## src/rtl/timer_bus_pkg.sv

```systemverilog
// Shared constants and types for the timer bus initiator: register map,
// parameter defaults and the FSM state encoding.
package timer_bus_pkg;

  localparam int unsigned DEF_ADDR_W = 4;
  localparam int unsigned DEF_DATA_W = 32;
  localparam int unsigned DEF_EVT_W  = 16;

  localparam logic [3:0] ADDR_CTRL    = 4'h0;
  localparam logic [3:0] ADDR_COUNT   = 4'h4;
  localparam logic [3:0] ADDR_COMPARE = 4'h8;
  localparam logic [3:0] ADDR_STATUS  = 4'hC;

  typedef enum logic [2:0] {
    IDLE,
    WR,
    RD,
    RSP,
    SVC_RD,
    SVC_WR,
    SVC_CLR
  } state_t;

endpackage

```

## src/rtl/timer_bus_master.sv

```systemverilog
// Timer bus initiator: turns single read/write commands into one-cycle bus
// strobes and, when enabled, services timer interrupts by advancing COMPARE.
module timer_bus_master
  import timer_bus_pkg::*;
#(
  parameter int unsigned ADDR_W = DEF_ADDR_W,
  parameter int unsigned DATA_W = DEF_DATA_W,
  parameter int unsigned EVT_W  = DEF_EVT_W
) (
  input  logic              clk,
  input  logic              reset_n,
  input  logic              cmd_valid,
  output logic              cmd_ready,
  input  logic              cmd_write,
  input  logic [ADDR_W-1:0] cmd_addr,
  input  logic [DATA_W-1:0] cmd_wdata,
  output logic              rsp_valid,
  input  logic              rsp_ready,
  output logic [DATA_W-1:0] rsp_rdata,
  output logic              bus_wr_en,
  output logic              bus_rd_en,
  output logic [ADDR_W-1:0] bus_addr,
  output logic [DATA_W-1:0] bus_wdata,
  input  logic [DATA_W-1:0] bus_rdata,
  input  logic              bus_irq,
  input  logic              auto_en,
  input  logic [DATA_W-1:0] period,
  output logic [EVT_W-1:0]  evt_count,
  output logic              evt_pulse
);

  state_t              state, state_nxt;
  logic                irq_mask, irq_mask_nxt;
  logic                wr_en_nxt, rd_en_nxt, rsp_valid_nxt, evt_pulse_nxt;
  logic [ADDR_W-1:0]   addr_nxt;
  logic [DATA_W-1:0]   wdata_nxt, rdata_nxt;
  logic [EVT_W-1:0]    evt_count_nxt;
  logic                svc_req;

  // irq_mask hides the stale bus_irq seen in the first IDLE cycle after a clear
  assign svc_req   = auto_en && bus_irq && !irq_mask;
  assign cmd_ready = (state == IDLE) && !svc_req;

  always_ff @(posedge clk) begin
    if (!reset_n) state <= IDLE;
    else          state <= state_nxt;
  end

  always_ff @(posedge clk) begin
    if (!reset_n) begin
      bus_wr_en <= 1'b0;
      bus_rd_en <= 1'b0;
      bus_addr  <= '0;
      bus_wdata <= '0;
      rsp_valid <= 1'b0;
      rsp_rdata <= '0;
      evt_pulse <= 1'b0;
      evt_count <= '0;
      irq_mask  <= 1'b0;
    end else begin
      bus_wr_en <= wr_en_nxt;
      bus_rd_en <= rd_en_nxt;
      bus_addr  <= addr_nxt;
      bus_wdata <= wdata_nxt;
      rsp_valid <= rsp_valid_nxt;
      rsp_rdata <= rdata_nxt;
      evt_pulse <= evt_pulse_nxt;
      evt_count <= evt_count_nxt;
      irq_mask  <= irq_mask_nxt;
    end
  end

  always_comb begin
    state_nxt     = state;
    wr_en_nxt     = 1'b0;
    rd_en_nxt     = 1'b0;
    addr_nxt      = bus_addr;
    wdata_nxt     = bus_wdata;
    rsp_valid_nxt = rsp_valid;
    rdata_nxt     = rsp_rdata;
    evt_pulse_nxt = 1'b0;
    evt_count_nxt = evt_count;
    irq_mask_nxt  = irq_mask;
    case (state)
      IDLE: begin
        irq_mask_nxt = 1'b0;
        if (svc_req) begin
          state_nxt = SVC_RD;
          rd_en_nxt = 1'b1;
          addr_nxt  = ADDR_W'(ADDR_COMPARE);
        end else if (cmd_valid) begin
          addr_nxt = cmd_addr;
          if (cmd_write) begin
            state_nxt = WR;
            wr_en_nxt = 1'b1;
            wdata_nxt = cmd_wdata;
          end else begin
            state_nxt = RD;
            rd_en_nxt = 1'b1;
          end
        end
      end
      WR: state_nxt = IDLE;
      RD: begin
        rdata_nxt     = bus_rdata;
        rsp_valid_nxt = 1'b1;
        state_nxt     = RSP;
      end
      RSP: begin
        if (rsp_ready) begin
          rsp_valid_nxt = 1'b0;
          state_nxt     = IDLE;
        end
      end
      // captured COMPARE plus period goes straight into the write-data register
      SVC_RD: begin
        state_nxt = SVC_WR;
        wr_en_nxt = 1'b1;
        wdata_nxt = bus_rdata + period;
      end
      SVC_WR: begin
        state_nxt = SVC_CLR;
        wr_en_nxt = 1'b1;
        addr_nxt  = ADDR_W'(ADDR_STATUS);
        wdata_nxt = '0;
      end
      SVC_CLR: begin
        state_nxt     = IDLE;
        evt_pulse_nxt = 1'b1;
        evt_count_nxt = evt_count + EVT_W'(1);
        irq_mask_nxt  = 1'b1;
      end
      default: state_nxt = IDLE;
    endcase
  end

endmodule

```

## config.mk

```make
export PLATFORM = sky130hd
export DESIGN_NAME = timer_bus_master
export DESIGN_NICKNAME = d
export VERILOG_FILES = /design/src/rtl/timer_bus_pkg.sv /design/src/rtl/timer_bus_master.sv
export SDC_FILE = /design/constraint.sdc
export NUM_CORES = 1
export LEC_CHECK = 0
export BUFFER_PORTS_ARGS = -buffer_cell sky130_fd_sc_hd__buf_4
export CORE_MARGIN = 4
export CORE_UTILIZATION = 35
export DETAILED_ROUTE_END_ITERATION = 10
export RECOVER_POWER = 50
export SYNTH_ARGS = -nofsm -noshare
export SYNTH_HDL_FRONTEND = slang
export SYNTH_SLANG_ARGS = --single-unit
```

## constraint.sdc

```tcl
create_clock -name clk -period 2.91 [get_ports clk]
set_clock_uncertainty 0.2 [all_clocks]
set_input_delay 0.582 -clock clk [delete_from_list [all_inputs] [get_ports clk]]
set_output_delay 0.582 -clock clk [all_outputs]
set_load 0.01 [all_outputs]
```

==> results.json, run 1 <==
{
  "cp_slowest_cell": "fa_1",
  "viasPerCell": 5.00,
  "synth_warnings": 0,
  "r2r_slack_ns": 0.49,
  "power-per-cell-area_nw_per_um2": 497,
  "placed_area_sq_um": 7410,
  "start_util": 0.360,
  "synthArstFlopShare": 0,
  "ctsHtreeMaxLevel": 3,
  "drcViolationCount": 0,
  "rsz0062_at_grt": "no",
  "max_cap_violations": 0,
  "path_max_fanout": 4,
  "hold_depth": 2,
  "yosysTopAreaCell": "dfxtp_1",
  "cp.arrival_ns": 2.74,
  "clockRootBuffer": "clkbuf_16",
  "synth_top_cell_area_share": 0.334,
  "yosysMostFrequentCell": "nand2_1",
  "die_h_um": 134,
  "design_area_sq_um": 7400,
  "grt_pass1_vias": 5495,
  "multi_input_area_sq_um": 3450,
  "gp_congestion": 0.895,
  "worst_slew_pin_slew_ns": 1.41,
  "grt_usage": 0.195,
  "cp-start-kind": "primary input",
  "synth_cells": 700,
  "layout_min_cycle_time_ns": 2.71,
  "cp.required_ns": 2.94,
  "syn_area_sq_um": 5520,
  "ir_worst_vdd_v": 0.000277,
  "drive_above_1_share": 0.216,
  "crit_type": "primary input to flip-flop",
  "min_from": "rsp_rdata[21]",
  "fill_cells": 1671,
  "p_leak_uw": 0.00308,
  "cts_buffers": 9,
  "grt_max_degree": 62,
  "finalSetupViolCount": 0,
  "dr.first_iter.drc_count": 258,
  "finalCritPeriodShare": 0.930,
  "std_cell_rows": 45,
  "diodes": 0,
  "synth_common_cells": "nand2_1 (114), dfxtp_1 (92), a21oi_1 (80)",
  "grt_pass1_wl_um": 28400,
  "antenna_found_initial": 0,
  "stdcell_count": 1129,
  "numPortBuffers": 195,
  "syn_nets": 840,
  "synth-seq-cells": 92,
  "slew_headroom": 0.0572,
  "coreArea_sq_um": 15300,
  "top_level_ports": 196,
  "ff2ff_path_depth": 5,
  "cts_sinks": 92,
  "cp-end-kind": "flip-flop",
  "postCtsHoldBufs": 0,
  "fmax_ghz": 0.369,
  "dp.cells": 1113,
  "hpwlAfterDp_um": 13900,
  "hold_viol_final": 0,
  "clk_latency_ns": 0.35,
  "firstDrtPassIters": 4,
  "clock_path_buffers": 2,
  "regArea_sq_um": 1840,
  "crit_path_cell_trace": "buf_4, ha_1, inv_1, fa_1, nand2b_1, a21oi_2, o311ai_1, a211oi_2, nor2_1, and4_1, or3_1",
  "drv_slew": 0,
  "final_nets": 1053,
  "synthFlopType": "dfxtp_1",
  "grt_overflow": 0,
  "ant_nets": 0,
  "status": "completed",
  "cts_tree": "built",
  "die-area_sq_um": 17800,
  "synth_edf_count": 0,
  "hold_path.class": "flip-flop to flip-flop",
  "postCtsSetupBuffers": 0,
  "die_w_um": 134,
  "holdPathEnd": "rsp_rdata[21]",
  "syn_to_final_growth_pct": 34.0,
  "wl_per_cell_um": 15.8,
  "path_clk_slew_ns": 0.07,
  "dr_total_vias": 5642,
  "yosys-top-cells-area": "dfxtp_1 (33%), nand2_1 (7.8%), a21oi_1 (7.3%), ha_1 (7.3%), mux2i_1 (4.5%)",
  "reg2reg_to": "bus_wdata[20]",
  "synth.distinct_cells": 67,
  "cpPeakStageDelay_ns": 0.37,
  "rr_startpoint": "state[2]",
  "cts_resized": 0,
  "avgSynthCellArea_sq_um": 7.89,
  "totalWireLength_um": 17800,
  "ys_seq_area_frac": 0.334
}
-- worst max-delay path: cells and delay by family --
kind / cells / cell delay [ns]
and+or+nand+nor: 4 / 0.79
AOI/OAI and AO/OA: 3 / 0.66
adders and majority gates: 2 / 0.55
buffers and inverters: 2 / 0.14
-- per-stage QoR --
stage | setup WS [ns] | utilization | TNS [ns] | total power [uW] | hold slack [ns]
6_report | 0.202 | 0.483 | 0 | 3670 | 0.255
5_1_grt | 0.0158 | 0.483 | 0 | 3890 | 0.269
4_1_cts | 0.0836 | 0.502 | 0 | 3780 | 0.258
3_5_place_dp | -0.279 | 0.484 | -0.927 | 2610 | 0.247
3_3_place_gp | -0.240 | 0.484 | -0.862 | 2600 | 0.244
2_1_floorplan | 0.134 | - | 0 | 2100 | 0.272
-- cells by family after synthesis --
group                      share of synthesized area
and+or+nand+nor                                0.227
AOI/OAI and AO/OA                              0.209
DFF                                            0.334
xor gates and xnor gates                      0.0571
muxes                                         0.0535
buffers and inverters                         0.0428
adders and majority gates                     0.0762
-- state kept, by name, indices dropped and copies added (netlist names) --
signal     count
bus_wdata     32
rsp_rdata     32
evt_count     16
bus_addr       4
state          3
bus_rd_en      1
bus_wr_en      1
evt_pulse      1
irq_mask       1
rsp_valid      1
-- power by group --
| part | total, uW | internal, uW | switching (uW) |
|---|---|---|---|
| Clock | 1170 | 596 | 571 |
| Sequential | 1420 | 1360 | 60.3 |
| Combinational | 1090 | 474 | 615 |
| Total | 3670 | 2430 | 1250 |
-- per-layer routing --
metal  GRT usage  up-vias  share of wire
li1            -     2914              -
met1       0.266     2562           0.47
met2       0.313      150           0.45
met3      0.0438       16          0.071
met4      0.0514        0          0.012
met5           0        -              0
-- worst max-delay path by stage --
stage	startpoint	to	slack, ns
final	bus_rdata[0]	bus_wdata[20]	0.20
after global routing	bus_rdata[0]	bus_wdata[20]	0.02
after CTS	bus_rdata[0]	bus_wdata[20]	0.08
after detailed placement	bus_rdata[0]	bus_wdata[20]	-0.28
after global placement	bus_rdata[0]	bus_wdata[20]	-0.24
after floorplan	bus_rdata[0]	bus_wdata[20]	0.13
-- cells in the final DEF (no fill, tap or decap), types with 3 or more instances in the layout --
| cell | instances |
|---|---|
| a211oi_1 | 5 |
| a21o_1 | 8 |
| a21oi_1 | 79 |
| a221oi_1 | 3 |
| a31oi_1 | 9 |
| and2_1 | 3 |
| and3_1 | 7 |
| and4_1 | 5 |
| buf_4 | 159 |
| clkbuf_1 | 80 |
| clkbuf_16 | 9 |
| dfxtp_1 | 92 |
| ha_1 | 32 |
| inv_1 | 13 |
| mux2_2 | 4 |
| mux2i_1 | 25 |
| nand2_1 | 114 |
| nand2b_1 | 6 |
| nand3_1 | 21 |
| nand3b_1 | 4 |
| nand4_1 | 8 |
| nor2_1 | 65 |
| nor3_1 | 18 |
| nor4_1 | 3 |
| o21a_1 | 4 |
| o21ai_0 | 31 |
| o21ai_1 | 3 |
| o22ai_1 | 13 |
| or3_1 | 6 |
| xnor2_1 | 15 |
| xor2_1 | 21 |
-- layout make-up --
class                      count  share of cell area
inverter                      15             0.00761
multi-input combinational    555               0.467
timing repair buffer         240               0.203
clock buffer                   9              0.0305
sequential                    92               0.249
tap                          211              0.0357
clock inverter                 7             0.00778
No activity file was read; power rests on OpenSTA's default activity.
==> inputs of run 2 (changes only) <==
--- a/config.mk
+++ b/config.mk
@@ -7,8 +7,9 @@
 export LEC_CHECK = 0
 export BUFFER_PORTS_ARGS = -buffer_cell sky130_fd_sc_hd__buf_4
 export CORE_MARGIN = 4
-export CORE_UTILIZATION = 35
+export CORE_UTILIZATION = 51
 export DETAILED_ROUTE_END_ITERATION = 10
+export PLACE_DENSITY = 0.82
 export RECOVER_POWER = 50
 export SYNTH_ARGS = -nofsm -noshare
 export SYNTH_HDL_FRONTEND = slang
==> results.json, run 2 (same netlist as run 1, synthesis figures left out) <==
{
  "status": "completed",
  "worst_hold_slack_ns": 0.238,
  "diodes": 0,
  "firstDrtPassIters": 6,
  "hold_viol_final": 0,
  "cts_tree": "built",
  "cp-end-kind": "flip-flop",
  "cts_sinks": 92,
  "wl_per_cell_um": 17.1,
  "path_clk_slew_ns": 0.11,
  "drv_slew": 0,
  "hold_depth": 3,
  "final_nets": 1044,
  "grt_overflow": 0,
  "gp_congestion": 0.903,
  "dr_total_vias": 5933,
  "setup_ws_ns": 0.185,
  "max_cap_violations": 0,
  "top_level_ports": 196,
  "grt_max_degree": 50,
  "clk_latency_ns": 0.39,
  "crit_type": "primary input to flip-flop",
  "die-area_sq_um": 12600,
  "hpwlAfterDp_um": 14000,
  "reg2reg_to": "bus_wdata[16]",
  "p_leak_uw": 0.00301,
  "rr_startpoint": "state[2]",
  "coreArea_sq_um": 10400,
  "cts_buffers": 9,
  "cts_resized": 0,
  "dr.first_iter.drc_count": 463,
  "slew_headroom": 0.304,
  "ir_worst_vdd_v": 0.000315,
  "cp.arrival_ns": 2.81,
  "syn_to_final_growth_pct": 29.8,
  "pre_cts_slack_ns": -0.203,
  "cp.required_ns": 3.00,
  "path_max_fanout": 4,
  "drive_above_1_share": 0.209,
  "clock_path_buffers": 2,
  "postCtsSetupBuffers": 0,
  "stdcell_count": 1045,
  "totalWireLength_um": 17900,
  "drcViolationCount": 0,
  "fin_setup_tns_ns": 0,
  "worst_slew_pin_slew_ns": 1.04,
  "std_cell_rows": 37,
  "fmax_ghz": 0.367,
  "die_w_um": 112,
  "clockRootBuffer": "clkbuf_8",
  "ff2ff_path_depth": 7,
  "cp-start-kind": "primary input",
  "biggestRegsByFlops": "bus_wdata x32, rsp_rdata x32, evt_count x16",
  "hold_path.class": "primary input to flip-flop",
  "min_from": "bus_rdata[13]",
  "fin_util": 0.688,
  "grt_pass1_vias": 5749,
  "antenna_found_initial": 0,
  "ctsHtreeMaxLevel": 3,
  "power-per-cell-area_nw_per_um2": 470,
  "holdPathEnd": "rsp_rdata[13]",
  "final_common_cell": "buf_4",
  "rsz0062_at_grt": "no",
  "grt_usage": 0.273,
  "r2r_slack_ns": 0.48,
  "die_h_um": 112,
  "grt_pass1_wl_um": 28500,
  "dp.cells": 1029,
  "finalCritPeriodShare": 0.937,
  "layout_common_cells": "buf_4 (150), nand2_1 (114), dfxtp_1 (92), a21oi_1 (80), clkbuf_1 (78)",
  "start_util": 0.530,
  "ant_nets": 0,
  "postCtsHoldBufs": 0,
  "viasPerCell": 5.68,
  "numPortBuffers": 195,
  "finalSetupViolCount": 0,
  "layout_min_cycle_time_ns": 2.73
}
run 2: final cells by class:
type	count	area [sq um]
Tap cell	136	170
Timing Repair Buffer	231	1460
Fill cell	953	3250
Clock buffer	9	124
Inverter	15	56.3
Sequential cell	92	1840
Clock inverter	7	61.3
Multi-Input combinational cell	555	3450
run 2: critical path, stage by stage:
cell	delay, ns
buf_4	0.09
ha_1	0.18
inv_1	0.06
fa_1	0.37
nand2b_1	0.17
a21oi_1	0.28
o311ai_1	0.17
a211oi_2	0.32
nor2_1	0.10
and4_1	0.20
or3_1	0.30
run 2: routing by layer:
metal | track usage | vias up | share of wire
met4 | 0.0625 | 0 | 0.017
met3 | 0.0620 | 26 | 0.064
li1 | - | 2904 | -
met5 | 0 | - | 0
met2 | 0.470 | 206 | 0.48
met1 | 0.351 | 2797 | 0.43
run 2: metrics by stage:
stage | instance area (sq um) | power, uW
floorplan | 5520 | 2100
global placement | 7280 | 2570
detailed placement | 7280 | 2600
CTS | 7460 | 3430
global route | 7170 | 3540
finish | 7170 | 3370
run 2: worst max path at each step:
stage	from	endpoint	slack, ns	depth (start not counted)
final	bus_rdata[0]	bus_wdata[20]	0.18	11
after floorplan	bus_rdata[0]	bus_wdata[20]	0.13	10
after global placement	bus_rdata[0]	bus_wdata[20]	-0.17	11
after global routing	bus_rdata[0]	bus_wdata[26]	0.07	11
after CTS	bus_rdata[0]	bus_wdata[20]	0.20	11
after detailed placement	bus_rdata[0]	bus_wdata[20]	-0.20	11
run 2: report_power, final:
part	internal [uW]	leakage [uW]	switching [uW]
clock network	325	0.0000932	527
logic	467	0.00217	622
registers	1360	0.000749	66.1
==> inputs of run 3 (changes only) <==
--- a/config.mk
+++ b/config.mk
@@ -7,9 +7,10 @@
 export LEC_CHECK = 0
 export BUFFER_PORTS_ARGS = -buffer_cell sky130_fd_sc_hd__buf_4
 export CORE_MARGIN = 4
-export CORE_UTILIZATION = 51
+export CORE_UTILIZATION = 52
+export CTS_BUF_LIST = sky130_fd_sc_hd__clkbuf_4
 export DETAILED_ROUTE_END_ITERATION = 10
-export PLACE_DENSITY = 0.82
+export PLACE_DENSITY = 0.83
 export RECOVER_POWER = 50
 export SYNTH_ARGS = -nofsm -noshare
 export SYNTH_HDL_FRONTEND = slang
==> results.json, run 3 (same netlist as run 1, synthesis figures left out) <==
{
  "dr.first_iter.drc_count": 460,
  "grt_pass1_vias": 5778,
  "drive_above_1_share": 0.209,
  "p_leak_uw": 0.00299,
  "std_cell_rows": 37,
  "postCtsSetupBuffers": 0,
  "swShare": 0.372,
  "p_int_uw": 2020,
  "numPortBuffers": 195,
  "firstDrtPassIters": 5,
  "fin_setup_tns_ns": 0,
  "ir_worst_vdd_v": 0.000258,
  "cts_sinks": 92,
  "p_total_uw": 3210,
  "totalWireLength_um": 17400,
  "grt_pass1_wl_um": 28100,
  "worst_slew_pin_slew_ns": 0.658,
  "grt_max_degree": 51,
  "hpwlAfterDp_um": 13900,
  "grt_overflow": 0,
  "cp.arrival_ns": 2.85,
  "ant_nets": 0,
  "cts_resized": 0,
  "cp-end-kind": "flip-flop",
  "cts_buffers": 9,
  "ctsHtreeMaxLevel": 3,
  "power-per-cell-area_nw_per_um2": 453,
  "sequentialPowerShare": 0.443,
  "top_level_ports": 196,
  "layout_min_cycle_time_ns": 2.68,
  "clockRootBuffer": "clkbuf_4",
  "path_clk_slew_ns": 0.17,
  "dr_total_vias": 5899,
  "syn_to_final_growth_pct": 28.6,
  "coreArea_sq_um": 10300,
  "drv_slew": 0,
  "r2r_slack_ns": 0.28,
  "stdcell_count": 1044,
  "die_w_um": 111,
  "cp-startpoint": "bus_rdata[0]",
  "rr_startpoint": "state[0]",
  "viasPerCell": 5.65,
  "fmax_ghz": 0.373,
  "dp.cells": 1027,
  "gp_congestion": 0.894,
  "wl_per_cell_um": 16.7,
  "max_cap_violations": 0,
  "hold_path.class": "primary input to flip-flop",
  "antenna_found_initial": 1,
  "finalCritPeriodShare": 0.922,
  "p_switching_uw": 1190,
  "clock_power_share": 0.222,
  "hold_viol_final": 0,
  "final_nets": 1042,
  "slew_headroom": 0.556,
  "worst_hold_slack_ns": 0.140,
  "rsz0062_at_grt": "no",
  "min_from": "bus_rdata[0]",
  "cp-start-kind": "primary input",
  "status": "completed",
  "cp.required_ns": 3.08,
  "layout_common_cells": "buf_4 (151), nand2_1 (114), dfxtp_1 (92), a21oi_1 (80), clkbuf_1 (77)",
  "crit_type": "primary input to flip-flop",
  "clk_latency_ns": 0.47,
  "cts_tree": "built",
  "biggestRegsByFlops": "bus_wdata x32, rsp_rdata x32, evt_count x16",
  "grt_usage": 0.275,
  "power_frac_comb": 0.335,
  "finalSetupViolCount": 0,
  "die-area_sq_um": 12300,
  "path_max_fanout": 4,
  "clock_path_buffers": 2,
  "start_util": 0.535,
  "drcViolationCount": 0,
  "postCtsHoldBufs": 0,
  "die_h_um": 111,
  "final_common_cell": "buf_4"
}
## run 3: cell count changes in the layout (fill, tap and decap cells not counted), moves of 3 or more
| cell | previous run | this run |
|---|---|---|
| clkbuf_4 | 0 | 9 |
| clkinv_4 | 3 | 0 |
| inv_6 | 0 | 4 |
| clkbuf_8 | 9 | 0 |
## run 3: final timing paths
path                                      end  depth (start not counted)
worst max-delay path            bus_wdata[20]                         11
worst min-delay path             rsp_rdata[0]                          3
worst max register to register  bus_wdata[20]                          5
worst min register to register  rsp_rdata[17]                          2
## run 3: cell type report
class / instances / area [sq um]
clock buffers: 9 / 67.6
diodes: 1 / 2.50
well taps: 136 / 170
flip-flops and latches: 92 / 1840
clock inverters: 7 / 67.6
repair buffers: 229 / 1440
fillers: 938 / 3230
inverters: 15 / 56.3
multi-input cells: 555 / 3450
## run 3: worst max-delay path, cell delays in order
cell      delay (ns)
buf_4           0.09
ha_1            0.18
inv_1           0.06
fa_1            0.37
nand2b_1        0.17
a21oi_1         0.32
o311ai_1        0.18
a211oi_2        0.30
nor2_1          0.11
and4_1          0.20
or3_1           0.31
## run 3: power groups by stage
stage | clock network, uW | registers [uW] | logic, uW
floorplan | 0 | 1480 | 617
global route | 787 | 1440 | 1180
finish | 712 | 1420 | 1080
CTS | 730 | 1430 | 1140
global placement | 0 | 1450 | 1110
detailed placement | 0 | 1450 | 1140
## run 3: per-layer routing
metal	GRT usage	vias to the layer above	share of wire
met1	0.342	2737	0.43
met4	0.0949	0	0.021
met5	0	-	0
met2	0.479	247	0.48
met3	0.0519	30	0.071
li1	-	2885	-
## run 3: per-stage QoR
| step | setup slack, ns | instance area [sq um] | utilization |
|---|---|---|---|
| 6_report | 0.227 | 7100 | 0.687 |
| 5_1_grt | 0.103 | 7100 | 0.687 |
| 4_1_cts | 0.318 | 7380 | 0.715 |
| 3_5_place_dp | -0.206 | 7250 | 0.702 |
| 3_3_place_gp | -0.170 | 7250 | 0.702 |
| 2_1_floorplan | 0.134 | 5520 | - |
